==> config.mk <==
export PLATFORM = sky130hd
export DESIGN_NAME = uart_mem_requester
export DESIGN_NICKNAME = d
export VERILOG_FILES = /design/src/rtl/uart_mem_pkg.sv /design/src/rtl/uart_rx_timer.sv /design/src/rtl/uart_mem_requester.sv
export SDC_FILE = /design/constraint.sdc
export NUM_CORES = 1
export LEC_CHECK = 0
export ABC_AREA = 1
export CORE_MARGIN = 3
export CORE_UTILIZATION = 33
export DETAILED_ROUTE_END_ITERATION = 8
export DONT_BUFFER_PORTS = 1
export PLACE_DENSITY = 0.52
export SYNTH_ARGS = -nofsm -noshare
export SYNTH_HDL_FRONTEND = slang
export SYNTH_SLANG_ARGS = --single-unit
export TNS_END_PERCENT = 30
==> constraint.sdc <==
create_clock -name clk -period 1.72 [get_ports clk]
set_input_delay 0.172 -clock clk [delete_from_list [all_inputs] [get_ports clk]]
set_output_delay 0.172 -clock clk [all_outputs]
set_load 0.005 [all_outputs]
==> src/rtl/uart_mem_pkg.sv <==
// uart_mem_pkg
//   Shared types and constants for the UART memory-request engine.
//   - state_e       : FSM states of uart_mem_requester
//   - DEF_FLAG_*    : default opening flag bytes for read / write requests
//   - DEF_ACK_BYTE  : default write acknowledge byte
//   - tx_bytes()    : number of bytes serialised for one request
package uart_mem_pkg;

  typedef enum logic [2:0] {
    S_IDLE,
    S_SEND,
    S_GAP,
    S_RECV,
    S_RESP
  } state_e;

  localparam logic [7:0] DEF_FLAG_READ  = 8'h03;
  localparam logic [7:0] DEF_FLAG_WRITE = 8'h04;
  localparam logic [7:0] DEF_ACK_BYTE   = 8'hAA;

  // Flag byte, then the address, then the payload for writes only.
  function automatic int tx_bytes(input logic write, input int addr_bytes, input int data_bytes);
    return 1 + addr_bytes + (write ? data_bytes : 0);
  endfunction

endpackage

==> src/rtl/uart_rx_timer.sv <==
// uart_rx_timer
//   Saturating receive-timeout counter for uart_mem_requester.
//   Ports:
//     clk      in  clock
//     reset    in  synchronous, active-low reset
//     clr      in  restart the timeout window (entry to receive, byte received)
//     en       in  count this cycle (block is waiting for a byte)
//     expired  out the count reaches TIMEOUT_CYCLES on the coming edge
//   TIMEOUT_CYCLES = 0 disables the timer: expired is constant 0.
module uart_rx_timer #(
  parameter int TIMEOUT_CYCLES = 65535
) (
  input  logic clk,
  input  logic reset,
  input  logic clr,
  input  logic en,
  output logic expired
);

  generate
    if (TIMEOUT_CYCLES == 0) begin : g_off
      logic unused_in;
      assign unused_in = ^{clk, reset, clr, en};
      assign expired   = 1'b0;
    end else begin : g_on
      localparam int CNT_W = $clog2(TIMEOUT_CYCLES + 1);
      localparam logic [CNT_W-1:0] LIMIT = CNT_W'(TIMEOUT_CYCLES);
      localparam logic [CNT_W-1:0] ONE   = CNT_W'(1);

      logic [CNT_W-1:0] cnt_q, cnt_d;

      // The clearing cycle itself is elapsed cycle 0, so the register holds 1
      // one cycle later and holds k exactly k cycles after the clear.
      always_comb begin
        cnt_d = cnt_q;
        if (clr) begin
          cnt_d = ONE;
        end else if (en && (cnt_q != LIMIT)) begin
          cnt_d = cnt_q + ONE;
        end
      end

      always_ff @(posedge clk) begin
        if (!reset) begin
          cnt_q <= '0;
        end else begin
          cnt_q <= cnt_d;
        end
      end

      // Flag expiry in the cycle whose edge brings the count to LIMIT, so the
      // registered response lands exactly TIMEOUT_CYCLES after the last byte.
      // A clear in the same cycle (byte received) always wins.
      assign expired = en && !clr && (cnt_q >= (LIMIT - ONE));
    end
  endgenerate

endmodule

==> src/rtl/uart_mem_requester.sv <==
// uart_mem_requester
//   Serialises a read or write memory request to a UART transmitter
//   (flag byte, address MSB first, write payload MSB first) and collects the
//   response from the UART receiver (DATA_BYTES for reads, one ack for writes),
//   with a receive timeout, abort input and one-cycle response pulse.
//   Ports:
//     clk, reset           clock; synchronous active-low reset
//     abort                return to IDLE without a response
//     req_valid/req_ready  request handshake (req_ready combinational)
//     req_write/addr/wdata request contents, latched on accept
//     rsp_valid/error/data response pulse, error flag, read data
//     tx_start_n/tx_data   byte-send request and byte to the transmitter
//     tx_done              transmitter finished the current byte
//     rx_do/rx_data        receiver byte strobe and byte
module uart_mem_requester
  import uart_mem_pkg::*;
#(
  parameter int         ADDR_BYTES     = 1,
  parameter int         DATA_BYTES     = 2,
  parameter logic [7:0] FLAG_READ      = DEF_FLAG_READ,
  parameter logic [7:0] FLAG_WRITE     = DEF_FLAG_WRITE,
  parameter logic [7:0] ACK_BYTE       = DEF_ACK_BYTE,
  parameter int         TIMEOUT_CYCLES = 65535
) (
  input  logic                    clk,
  input  logic                    reset,
  input  logic                    abort,
  input  logic                    req_valid,
  output logic                    req_ready,
  input  logic                    req_write,
  input  logic [8*ADDR_BYTES-1:0] req_addr,
  input  logic [8*DATA_BYTES-1:0] req_wdata,
  output logic                    rsp_valid,
  output logic                    rsp_error,
  output logic [8*DATA_BYTES-1:0] rsp_data,
  output logic                    tx_start_n,
  output logic [7:0]              tx_data,
  input  logic                    tx_done,
  input  logic                    rx_do,
  input  logic [7:0]              rx_data
);

  localparam int N_TX_MAX = tx_bytes(1'b1, ADDR_BYTES, DATA_BYTES);
  localparam int IDX_W    = $clog2(N_TX_MAX);
  localparam int PL_BYTES = ADDR_BYTES + DATA_BYTES;

  localparam logic [IDX_W-1:0] IDX_ONE = IDX_W'(1);
  localparam logic [IDX_W-1:0] LAST_RD = IDX_W'(tx_bytes(1'b0, ADDR_BYTES, DATA_BYTES) - 1);
  localparam logic [IDX_W-1:0] LAST_WR = IDX_W'(N_TX_MAX - 1);
  localparam logic [IDX_W-1:0] LAST_RX = IDX_W'(DATA_BYTES - 1);

  state_e                    state_q;
  logic [IDX_W-1:0]          idx_q;
  logic                      write_q;
  logic [8*ADDR_BYTES-1:0]   addr_q;
  logic [8*DATA_BYTES-1:0]   wdata_q;
  logic                      tx_start_n_q;
  logic [7:0]                tx_data_q;
  logic                      rsp_valid_q;
  logic                      rsp_error_q;
  logic [8*DATA_BYTES-1:0]   rsp_data_q;

  logic                      accept;
  logic [IDX_W-1:0]          idx_inc;
  logic [IDX_W-1:0]          last_idx;
  logic [8*PL_BYTES-1:0]     payload;
  logic [7:0]                tx_byte_d;
  logic [8*DATA_BYTES-1:0]   rsp_data_d;
  logic                      tmr_clr;
  logic                      tmr_en;
  logic                      tmr_expired;

  assign req_ready = reset && (state_q == S_IDLE);
  // abort in IDLE must also block a same-cycle accept
  assign accept    = req_valid && req_ready && !abort;

  assign idx_inc  = idx_q + IDX_ONE;
  assign last_idx = write_q ? LAST_WR : LAST_RD;
  assign payload  = {addr_q, wdata_q};

  // Byte following the one just sent: stream index idx_q+1 maps to payload
  // byte idx_q (the flag byte is stream index 0 and is loaded on accept).
  always_comb begin
    tx_byte_d = 8'h00;
    for (int k = 0; k < PL_BYTES; k++) begin
      if (idx_inc == IDX_W'(k + 1)) begin
        tx_byte_d = payload[8*(PL_BYTES-1-k) +: 8];
      end
    end
  end

  // Received read byte idx_q lands in its MSB-first slot; other slots keep
  // their contents so a timeout leaves the partial data visible.
  always_comb begin
    rsp_data_d = rsp_data_q;
    for (int k = 0; k < DATA_BYTES; k++) begin
      if (idx_q == IDX_W'(k)) begin
        rsp_data_d[8*(DATA_BYTES-1-k) +: 8] = rx_data;
      end
    end
  end

  // Restart the window on the GAP->RECV transition and on every accepted byte.
  assign tmr_clr = ((state_q == S_GAP) && (idx_q == last_idx)) ||
                   ((state_q == S_RECV) && rx_do);
  assign tmr_en  = (state_q == S_RECV);

  uart_rx_timer #(
    .TIMEOUT_CYCLES(TIMEOUT_CYCLES)
  ) u_rx_timer (
    .clk    (clk),
    .reset  (reset),
    .clr    (tmr_clr),
    .en     (tmr_en),
    .expired(tmr_expired)
  );

  always_ff @(posedge clk) begin
    if (!reset) begin
      state_q      <= S_IDLE;
      idx_q        <= '0;
      write_q      <= 1'b0;
      addr_q       <= '0;
      wdata_q      <= '0;
      tx_start_n_q <= 1'b1;
      tx_data_q    <= 8'h00;
      rsp_valid_q  <= 1'b0;
      rsp_error_q  <= 1'b0;
      rsp_data_q   <= '0;
    end else if (abort) begin
      state_q      <= S_IDLE;
      idx_q        <= '0;
      tx_start_n_q <= 1'b1;
      rsp_valid_q  <= 1'b0;
    end else begin
      case (state_q)
        S_IDLE: begin
          rsp_valid_q <= 1'b0;
          if (accept) begin
            write_q      <= req_write;
            addr_q       <= req_addr;
            wdata_q      <= req_wdata;
            idx_q        <= '0;
            tx_start_n_q <= 1'b0;
            tx_data_q    <= req_write ? FLAG_WRITE : FLAG_READ;
            rsp_error_q  <= 1'b0;
            state_q      <= S_SEND;
          end
        end
        S_SEND: begin
          if (tx_done) begin
            tx_start_n_q <= 1'b1;
            state_q      <= S_GAP;
          end
        end
        S_GAP: begin
          // idx_q still names the byte just sent, so its width only has to
          // cover the last stream index.
          if (idx_q == last_idx) begin
            idx_q   <= '0;
            state_q <= S_RECV;
          end else begin
            idx_q        <= idx_inc;
            tx_data_q    <= tx_byte_d;
            tx_start_n_q <= 1'b0;
            state_q      <= S_SEND;
          end
        end
        S_RECV: begin
          if (rx_do) begin
            if (write_q) begin
              rsp_error_q <= (rx_data != ACK_BYTE);
              rsp_valid_q <= 1'b1;
              state_q     <= S_RESP;
            end else begin
              rsp_data_q <= rsp_data_d;
              if (idx_q == LAST_RX) begin
                rsp_valid_q <= 1'b1;
                state_q     <= S_RESP;
              end else begin
                idx_q <= idx_inc;
              end
            end
          end else if (tmr_expired) begin
            rsp_error_q <= 1'b1;
            rsp_valid_q <= 1'b1;
            state_q     <= S_RESP;
          end
        end
        S_RESP: begin
          rsp_valid_q <= 1'b0;
          state_q     <= S_IDLE;
        end
        default: begin
          state_q <= S_IDLE;
        end
      endcase
    end
  end

  assign tx_start_n = tx_start_n_q;
  assign tx_data    = tx_data_q;
  assign rsp_valid  = rsp_valid_q;
  assign rsp_error  = rsp_error_q;
  assign rsp_data   = rsp_data_q;

endmodule

# Word level (Yosys, flattened, before mapping)
# Index checks and enable logic that the tools add are counted.
# classes
eq_ne,20
addsub,2
order_cmp,1
n_reduce_logical,31
bitwise,3
mux,36
# op_table
op,count
8-bit 2-to-1 mux,5
3-bit 2-to-1 mux,7
5-bit AND reduction,4
"16-bit by 1-bit adder with 16-bit output, second input constant",1
"16-bit >= comparator, second input constant",1
"16-bit inequality test, second input constant",1
8-bit case mux with 2 select lines,1
2-bit 2-to-1 mux,7
"2-bit inequality test, second input constant",6
3-bit case mux with 4 select lines,1
4-bit AND reduction,3
1-bit 2-to-1 mux,11
1-bit logical AND,8
"8-bit inequality test, second input constant",1
2-bit nonzero test,4
"3-bit by 2-bit equality test with 1-bit output, second input constant",2
"3-bit inequality test, second input constant",2
2-bit case mux with 3 select lines,1
3-bit AND reduction,2
3-bit nonzero test,2
2-bit OR reduction,3
"2-bit by 1-bit equality test with 1-bit output, second input constant",2
"2-bit equality test, second input constant",2
"4-bit inequality test, second input constant",1
other kinds (11),15
# word_totals
register_bits,73
wordCells,106
out_inout_bits,28
in_bits,39

# Depth between registers and ports, before layout
# depth
depth_word,10
ltp_mapped,11
ltp_nobuf,11

# Cells and area by module
# Synthesis repeated with hierarchy kept, for this count alone.
# hier_totals
hier_cells,541
hier_area_um2,3679.8
# modules_own_cells
module,area_per_inst_um2,n_inst,seq_area_each_um2,cells_each
uart_mem_requester,2722.6,1,1141.1,394
uart_rx_timer,957.2,1,320.3,147

# Worst setup path before layout
# No wires, ideal clock.
# synth_path
path_kind,reg2reg
from,register idx_q[1]
to,register idx_q[0]
setup_time_ns,0.114
n_path_buf,1
required_ns,1.606
synth_period_minus_slack_ns,1.516
stages_incl_launch_ff,11
arrival_ns,1.402
slack_ns,0.204
path_cell_list,dfxtp_1 > inv_1 > ha_1 > buf_2 > clkinv_1 > nand3_1 > nand2_1 > nand3_1 > nand2_1 > nand2_1 > nor2_1
# synth_via
elab_chain_len,3
elab_cells_between_ends,6
cone_classes,eq/ne (3); mux (2); reduce/logical (1)
# synth_lines
element,line_no,rtl
start: declaration,uart_mem_requester.sv:53,logic [IDX_W-1:0] idx_q;
start signal: assignment,uart_mem_requester.sv:163,idx_q <= idx_inc;
start signal: assignment,uart_mem_requester.sv:181,idx_q <= idx_inc;
2-bit by 1-bit equality test with 1-bit output / 2-bit equality test (equally long branches),"uart_mem_requester.sv:177, uart_mem_requester.sv:159",
2-bit inequality test (no source line) / 2-bit 2-to-1 mux (equally long branches),-,
5-bit AND reduction (no source line) / 2-bit case mux with 3 select lines (equally long branches),-,
# Several ways; a longest one is shown, not always the timed one.
# A chain may end at the register's enable or synchronous reset.

# Final worst setup path
# layout_path
from,register u_rx_timer.g_on.cnt_q[0]
to,register u_rx_timer.g_on.cnt_q[1]
# layout_via
elab_chain_len,2
elab_cells_between_ends,3
cone_classes,add/sub (1); eq/ne (1); reduce/logical (1)
# layout_lines
element,line_no,rtl
start: declaration,uart_rx_timer.sv:30,"logic [CNT_W-1:0] cnt_q, cnt_d;"
start signal: assignment,uart_rx_timer.sv:47,cnt_q <= cnt_d;
"parallel branches: the longest is 2 deep, another holds 16-bit by 1-bit adder with 16-bit output",-,
# Several ways; the timed one is not identified.

==> results.cfg <==
[global_routing]
track_usage_pct = 15.1
first_global_vias = 3112
grt-ovfl-total = 0
grt_max_degree = 49
grt_pass1_wl_um = 15100
antenna_found_initial = 0

[critical_path]
rr_startpoint = u_rx_timer.g_on.cnt_q[0]
crit_path_max_fanout = 8
crit_type = register to register
worst-r2r-setup-slack_ps = 100
critPathMaxStageDelay_ps = 350
critPathLaunchType = register
cp-end-kind = register
r2r_end = u_rx_timer.g_on.cnt_q[1]
required_ps = 2000
critPathLaunch = u_rx_timer.g_on.cnt_q[0]
crit_end = u_rx_timer.g_on.cnt_q[1]
worstPathCellList = ha_1 > inv_1 > nor2_1 > and2_1 > nand2_2 > nand2_4 > buf_4 > or2_2 > a21oi_1
slowest_stage = dfxtp_2
r2r_cells = 9
arrival_ps = 1900

[drt]
drt_iter0_markers = 162
first_pass_iters = 4
wirelength_um = 9380
ant_nets = 0
drc = 0
viasPerCell = 4.76
num_vias = 3291
wl_per_cell_um = 13.6

[pwr]
power_frac_comb_pct = 9.4
power_leakage_nw = 1.63
power.density_nw_per_um2 = 809
pwr-share-clk_pct = 38.9
intPower_mw = 2.57
switching_share_pct = 25.2
vdd_drop_max_mv = 0.505
p_switching_mw = 0.865
pwr-share-seq_pct = 51.6

[clock_tree]
cts_buffer_depth = 2
cts_buffers = 9
cts.clk_slew.worst_paths_ps = 80
root_buffer = clkbuf_8
worstSkewPairLatency_ps = 340
cts_tree = yes
htreeDepth = 3
clock-sinks = 73

[synthesis]
synth_nets = 565
yosys_warnings = 0
netlist_area_um2 = 3610
yosysUniqueCellTypes = 31
ys_ff_latch = 73
syn-instance-count = 520
yosysSeqAreaShare_pct = 40.5
avgSynthCellArea_um2 = 6.94

[sta]
final.setup.worst_slack_ps = 103
skew_ps = 9.99
fin_setup_tns_ps = 0
rsz0062_at_grt = no
slew_violations = 0
fin_crit_ps = 1620
worstMarginPinSlew_ps = 363
slew_headroom_pct = 75.7
setup_violations = 0
fin_crit_sh_pct = 94.0
hold_violations = 0
timing.fmax_mhz = 618

[final_layout]
diodes = 0
nets = 597
fin_util_pct = 40.6
layout-drive-gt1-share_pct = 14.0
area_delta_synth_final_pct = 17.7

[floorplanning]
core_area_um2 = 10500
die_h_um = 111
start_util_pct = 34.5
die_x_um = 111
io_pins = 67
dieArea_um2 = 12200
num_rows = 37

[placement]
io_buffer_count = 0
gp_congestion = 0.850
post-place-ws_ps = 78.6
hpwl_um = 6650

[min_path]
hold_class = primary input to register

[flow_run]
drv_cap = 0

[outcome]
status = completed
state kept, by name (all words and copies together) (netlist names):
register,flops
addr_q,8
idx_q,2
rsp_data,16
rsp_error,1
rsp_valid,1
state_q,3
tx_data,8
tx_start_n,1
u_rx_timer.g_on.cnt_q,16
wdata_q,16
write_q,1
through the flow:
stage | hold slack, ps | cell area [µm²] | instances | power [mW]
after floorplan | 302 | 3610 | 520 | 2.02
after global placement | 300 | 3800 | 656 | 2.07
after detailed placement | 303 | 3800 | 656 | 2.08
after CTS | 2.69 | 4190 | 689 | 3.48
after global routing | 9.70 | 4250 | 692 | 3.63
final | 12.1 | 4250 | 692 | 3.43
critical path, delay by kind of cell, from the launching register on:
| kind | cells | cell delay, ps |
|---|---|---|
| flops | 1 | 350 |
| compound gates | 1 | 110 |
| simple gates | 5 | 670 |
| fa+ha+maj | 1 | 210 |
| buf+inv | 2 | 220 |
how the worst min path moves through the flow:
stage | startpoint | endpoint | slack (ps) | cells after the start
3_3_place_gp | reset | tx_data[0] | 300 | 2
2_1_floorplan | abort | tx_start_n | 300 | 2
4_1_cts | req_addr[4] | addr_q[4] | 3 | 2
3_5_place_dp | reset | tx_data[4] | 300 | 2
5_1_grt | rx_data[6] | rsp_data[14] | 10 | 2
6_report | req_wdata[9] | wdata_q[9] | 10 | 2
cell type report:
class	count	area, µm²
fill	1137	6220
multi-input combinational	374	1850
sequential	73	1470
timing repair buffer	37	345
inverter	56	214
tap	136	170
clock buffer	10	138
clock inverter	5	56.3
timing repair inverter	1	7.51
power groups by stage:
stage	logic, mW	clock network [mW]	registers [mW]
after CTS	0.314	1.39	1.77
after detailed placement	0.262	0	1.81
final	0.323	1.34	1.77
after global routing	0.372	1.48	1.78
after floorplan	0.218	0	1.80
after global placement	0.258	0	1.81
logic make-up after synthesis:
kind of cell	synth area share (%)
AND/OR/NAND/NOR	31.2
AO/OA/AOI/OAI	15.6
buffers and inverters	8.91
flip-flops	40.5
XOR/XNOR	1.70
adder cells (fa/ha/maj)	2.08
synthesized netlist by cell type:
library cell / instances / area, µm²
nor2_1: 101 / 379
nand2_1: 105 / 394
buf_4: 3 / 22.5
ha_1: 6 / 75.1
a21oi_2: 10 / 87.6
clkbuf_1: 9 / 33.8
xnor2_1: 3 / 26.3
or2_2: 2 / 12.5
nand4_1: 4 / 25.0
nand2_4: 1 / 11.3
nand3_1: 26 / 130
inv_2: 5 / 18.8
clkinv_1: 1 / 3.75
inv_1: 50 / 188
nor3_1: 1 / 5.00
nand2_2: 5 / 31.3
nor2_8: 1 / 20.0
nor2_2: 4 / 25.0
buf_2: 2 / 10.0
dfxtp_1: 73 / 1460
nand3_2: 4 / 40.0
nand3_4: 1 / 17.5
o211ai_1: 6 / 45.0
and2_1: 1 / 6.26
buf_6: 4 / 45.0
xor2_1: 4 / 35.0
nor2_4: 1 / 11.3
o21ai_0: 52 / 260
a21oi_1: 33 / 165
o21ai_1: 1 / 5.00
nor3_4: 1 / 16.3
what timing repair did:
| item | in CTS | in global routing |
|---|---|---|
| buffers inserted | 0 | 1 |
| endpoints found under the setup margin | 0 | 27 |
| resized for setup | 0 | 12 |
| hold buffers | 18 | 0 |
| endpoints found under the hold margin | 52 | 0 |
metal layers:
metal / track usage [%] / vias up / share of wire (%)
met4: 3.86 / 0 / 1.4
met2: 27.0 / 63 / 51
li1: - / 1724 / -
met3: 5.10 / 10 / 4.9
met1: 17.3 / 1494 / 43
met5: 0 / - / 0
layout by cell type, fill, tap and decap left out, drive strengths merged, types with 3 or more instances in the layout:
| cell type | n |
|---|---|
| nand3 | 32 |
| inv | 54 |
| clkinvlp | 3 |
| clkinv | 4 |
| ha | 6 |
| nor2 | 107 |
| dlygate4sd3 | 17 |
| o21ai | 53 |
| nand4 | 4 |
| nand2 | 111 |
| clkbuf | 10 |
| xnor2 | 3 |
| buf | 20 |
| xor2 | 4 |
| dfxtp | 73 |
| o211ai | 6 |
| a21oi | 43 |
(Power assumes the default switching activity.)
==> variant (config.mk and constraints unchanged) <==
Make the reset (`reset`) asynchronous in 2 clocked blocks. Comments in the files are not updated.
--- a/src/rtl/uart_rx_timer.sv
+++ b/src/rtl/uart_rx_timer.sv
@@ -42,3 +42,3 @@
 
-      always_ff @(posedge clk) begin
+      always_ff @(posedge clk or negedge reset) begin
         if (!reset) begin
--- a/src/rtl/uart_mem_requester.sv
+++ b/src/rtl/uart_mem_requester.sv
@@ -117,3 +117,3 @@
 
-  always_ff @(posedge clk) begin
+  always_ff @(posedge clk or negedge reset) begin
     if (!reset) begin
Behaviour: differs if reset is asserted again (counterexample within 4 cycles, from zero or initial values and one cycle with reset low); with reset held inactive, the same outputs for 10 cycles.
==> variant against the unedited design <==
- the flow now finishes with violations (negative hold slack)
- final area grew 6.6%
- area after synthesis is 3.2% higher
- die area grew 3.1%
- clock skew down 0.0050 ns
- routed wire length decreased by 5.3%
- setup slack better by 0.017 ns
- critical path depth did not move
- sequential cell count stayed put
Power is not compared: it rests on default switching activity, and its combinational part moved more than twofold at a synthesized area within 25%.
==> variant: results (changes against the unedited design) <==
Parameter                              Value

Global route
  Vias in the first global route ... 3,140 (+0.90%)
  Global-route wire length before repair ... 15,100 microns (about the same)
  Combined global-route utilization of all metal layers ... 0.1475 (-0.003870)

Route
  Ratio of routed vias to standard cells ... 4.738 (-0.38%)
  Number of DRC markers in iteration 0 ... 106 (-35%)
  Vias after detailed routing ... 3,160 (-4.0%)
  Average routed wire per standard cell ... 13.32 microns (-1.7%)

Placement
  Placement-stage worst setup slack ... 0.09293 ns (+0.01437 ns)
  Placed wire-length estimate ... 6449 microns (-3.1%)

Synth
  Number of different library cells in the post-synthesis netlist ... 29 (-6.5%)
  Cell types with the highest counts after synthesis ... sky130_fd_sc_hd__nand2_1, sky130_fd_sc_hd__dfrtp_1, sky130_fd_sc_hd__inv_1
  Async set-or-reset flop fraction in the synthesized netlist ... 1.000 (+1.000)
  Most area-consuming cells after synthesis ... sky130_fd_sc_hd__dfrtp_1, sky130_fd_sc_hd__nand2_1, sky130_fd_sc_hd__inv_1, sky130_fd_sc_hd__o21ai_0, sky130_fd_sc_hd__a21oi_1
  Synthesized-area fraction occupied by ao, oa, aoi and oai cells ... 0.1122 (-0.04386)
  Post-synth net total ... 523 (-7.4%)
  Fraction of the yosys area taken by sequential cells ... 0.4909 (+0.08579)
  Fraction of the mapped netlist area in adder cells ... 0.01680 (-0.004011)
  Average footprint of a synthesized cell ... 7.774 sq um (+12%)
  Post-synthesis share of cell area spent on xor and xnor gates ... 0.01647 (-0.0005311)

Finish
  Fillers ... 1,125 (-1.1%)
  Share of post-route cells with drive strength above 1 ... 0.1139 (-0.02644)
  Final #Nets ... 566 (-5.2%)
  Area taken by flip-flops and latches ... 1828 sq um (+25%)

Timing
  Least-Margin Pin Slew ... 0.3898 ns (+0.02629 ns)
  Post-layout minimum cycle time ... 1.600 ns (-0.01735 ns)
  Minimum hold slack ... -0.4661 ns (-0.4782 ns)
  Fin. Hold Viols ... 73 (+73)

Setup path
  Worst EP arrival ... 1.86 ns (-0.04 ns)
  CP max stage cell ... sky130_fd_sc_hd__dfrtp_1
  Startpoint of the most critical setup path ... u_rx_timer.g_on.cnt_q[0]
  R2r setup slk ... 0.12 ns (+0.02 ns)
  Worst setup path end ... u_rx_timer.g_on.cnt_q[13]
  Maximum net fanout on the critical path ... 10 (+2)

Clocking
  Worst-path clk slew ... 0.06 ns (-0.02 ns)
  Clock tree root driver cell ... sky130_fd_sc_hd__clkbuf_16

Status
  Status ... complete, but fails checks
  Failing checks ... negative hold slack
-- variant: cell types whose count changed after synthesis, moves of 8 or more --
cell,before,now
sky130_fd_sc_hd__a21oi_2,10,0
sky130_fd_sc_hd__nor2_1,101,32
sky130_fd_sc_hd__a21oi_1,33,25
sky130_fd_sc_hd__nand2_1,105,168
sky130_fd_sc_hd__dfxtp_1,73,0
sky130_fd_sc_hd__o21ai_0,52,33
sky130_fd_sc_hd__dfrtp_1,0,72
sky130_fd_sc_hd__o21ai_1,1,12
-- variant: power breakdown --
| group | switching (W) | leakage [nW] | internal, W |
|---|---|---|---|
| sequential | 0.000381 | 0.961 | 0.00226 |
| combinational | 0.00102 | 1.07 | 0.000659 |
| clock | 0.000703 | 0.139 | 0.00106 |
| total | 0.00210 | 2.17 | 0.00397 |
-- variant: cell type report --
class | instances | share of cell area
Clock buffer | 12 | 0.05668
Clock inverter | 4 | 0.005806
Inverter | 52 | 0.04507
Multi-Input combinational cell | 344 | 0.3630
Sequential cell | 73 | 0.4039
Tap cell | 140 | 0.03871
Timing Repair Buffer | 42 | 0.08681
-- variant: what timing repair did --
item	CTS	global route
gates resized for setup	0	6
endpoints found under the setup margin	0	25
hold endpoints to repair	99	73
-- variant: through the flow --
stage / power (W) / cell area (sq um)
floorplan: 0.003774 / 3724
detailed placement: 0.004284 / 3956
global route: 0.006530 / 4526
CTS: 0.006128 / 4499
finish: 0.006076 / 4526
global placement: 0.004264 / 3956
-- variant: layer usage --
metal | vias to the layer above | routed length, microns | GRT usage
li1 | 1618 | - | -
met1 | 1468 | 3981 | 0.1873
met2 | 63 | 4369 | 0.2487
met3 | 11 | 398 | 0.02911
met4 | 0 | 135 | 0.05689
met5 | - | 0 | 0
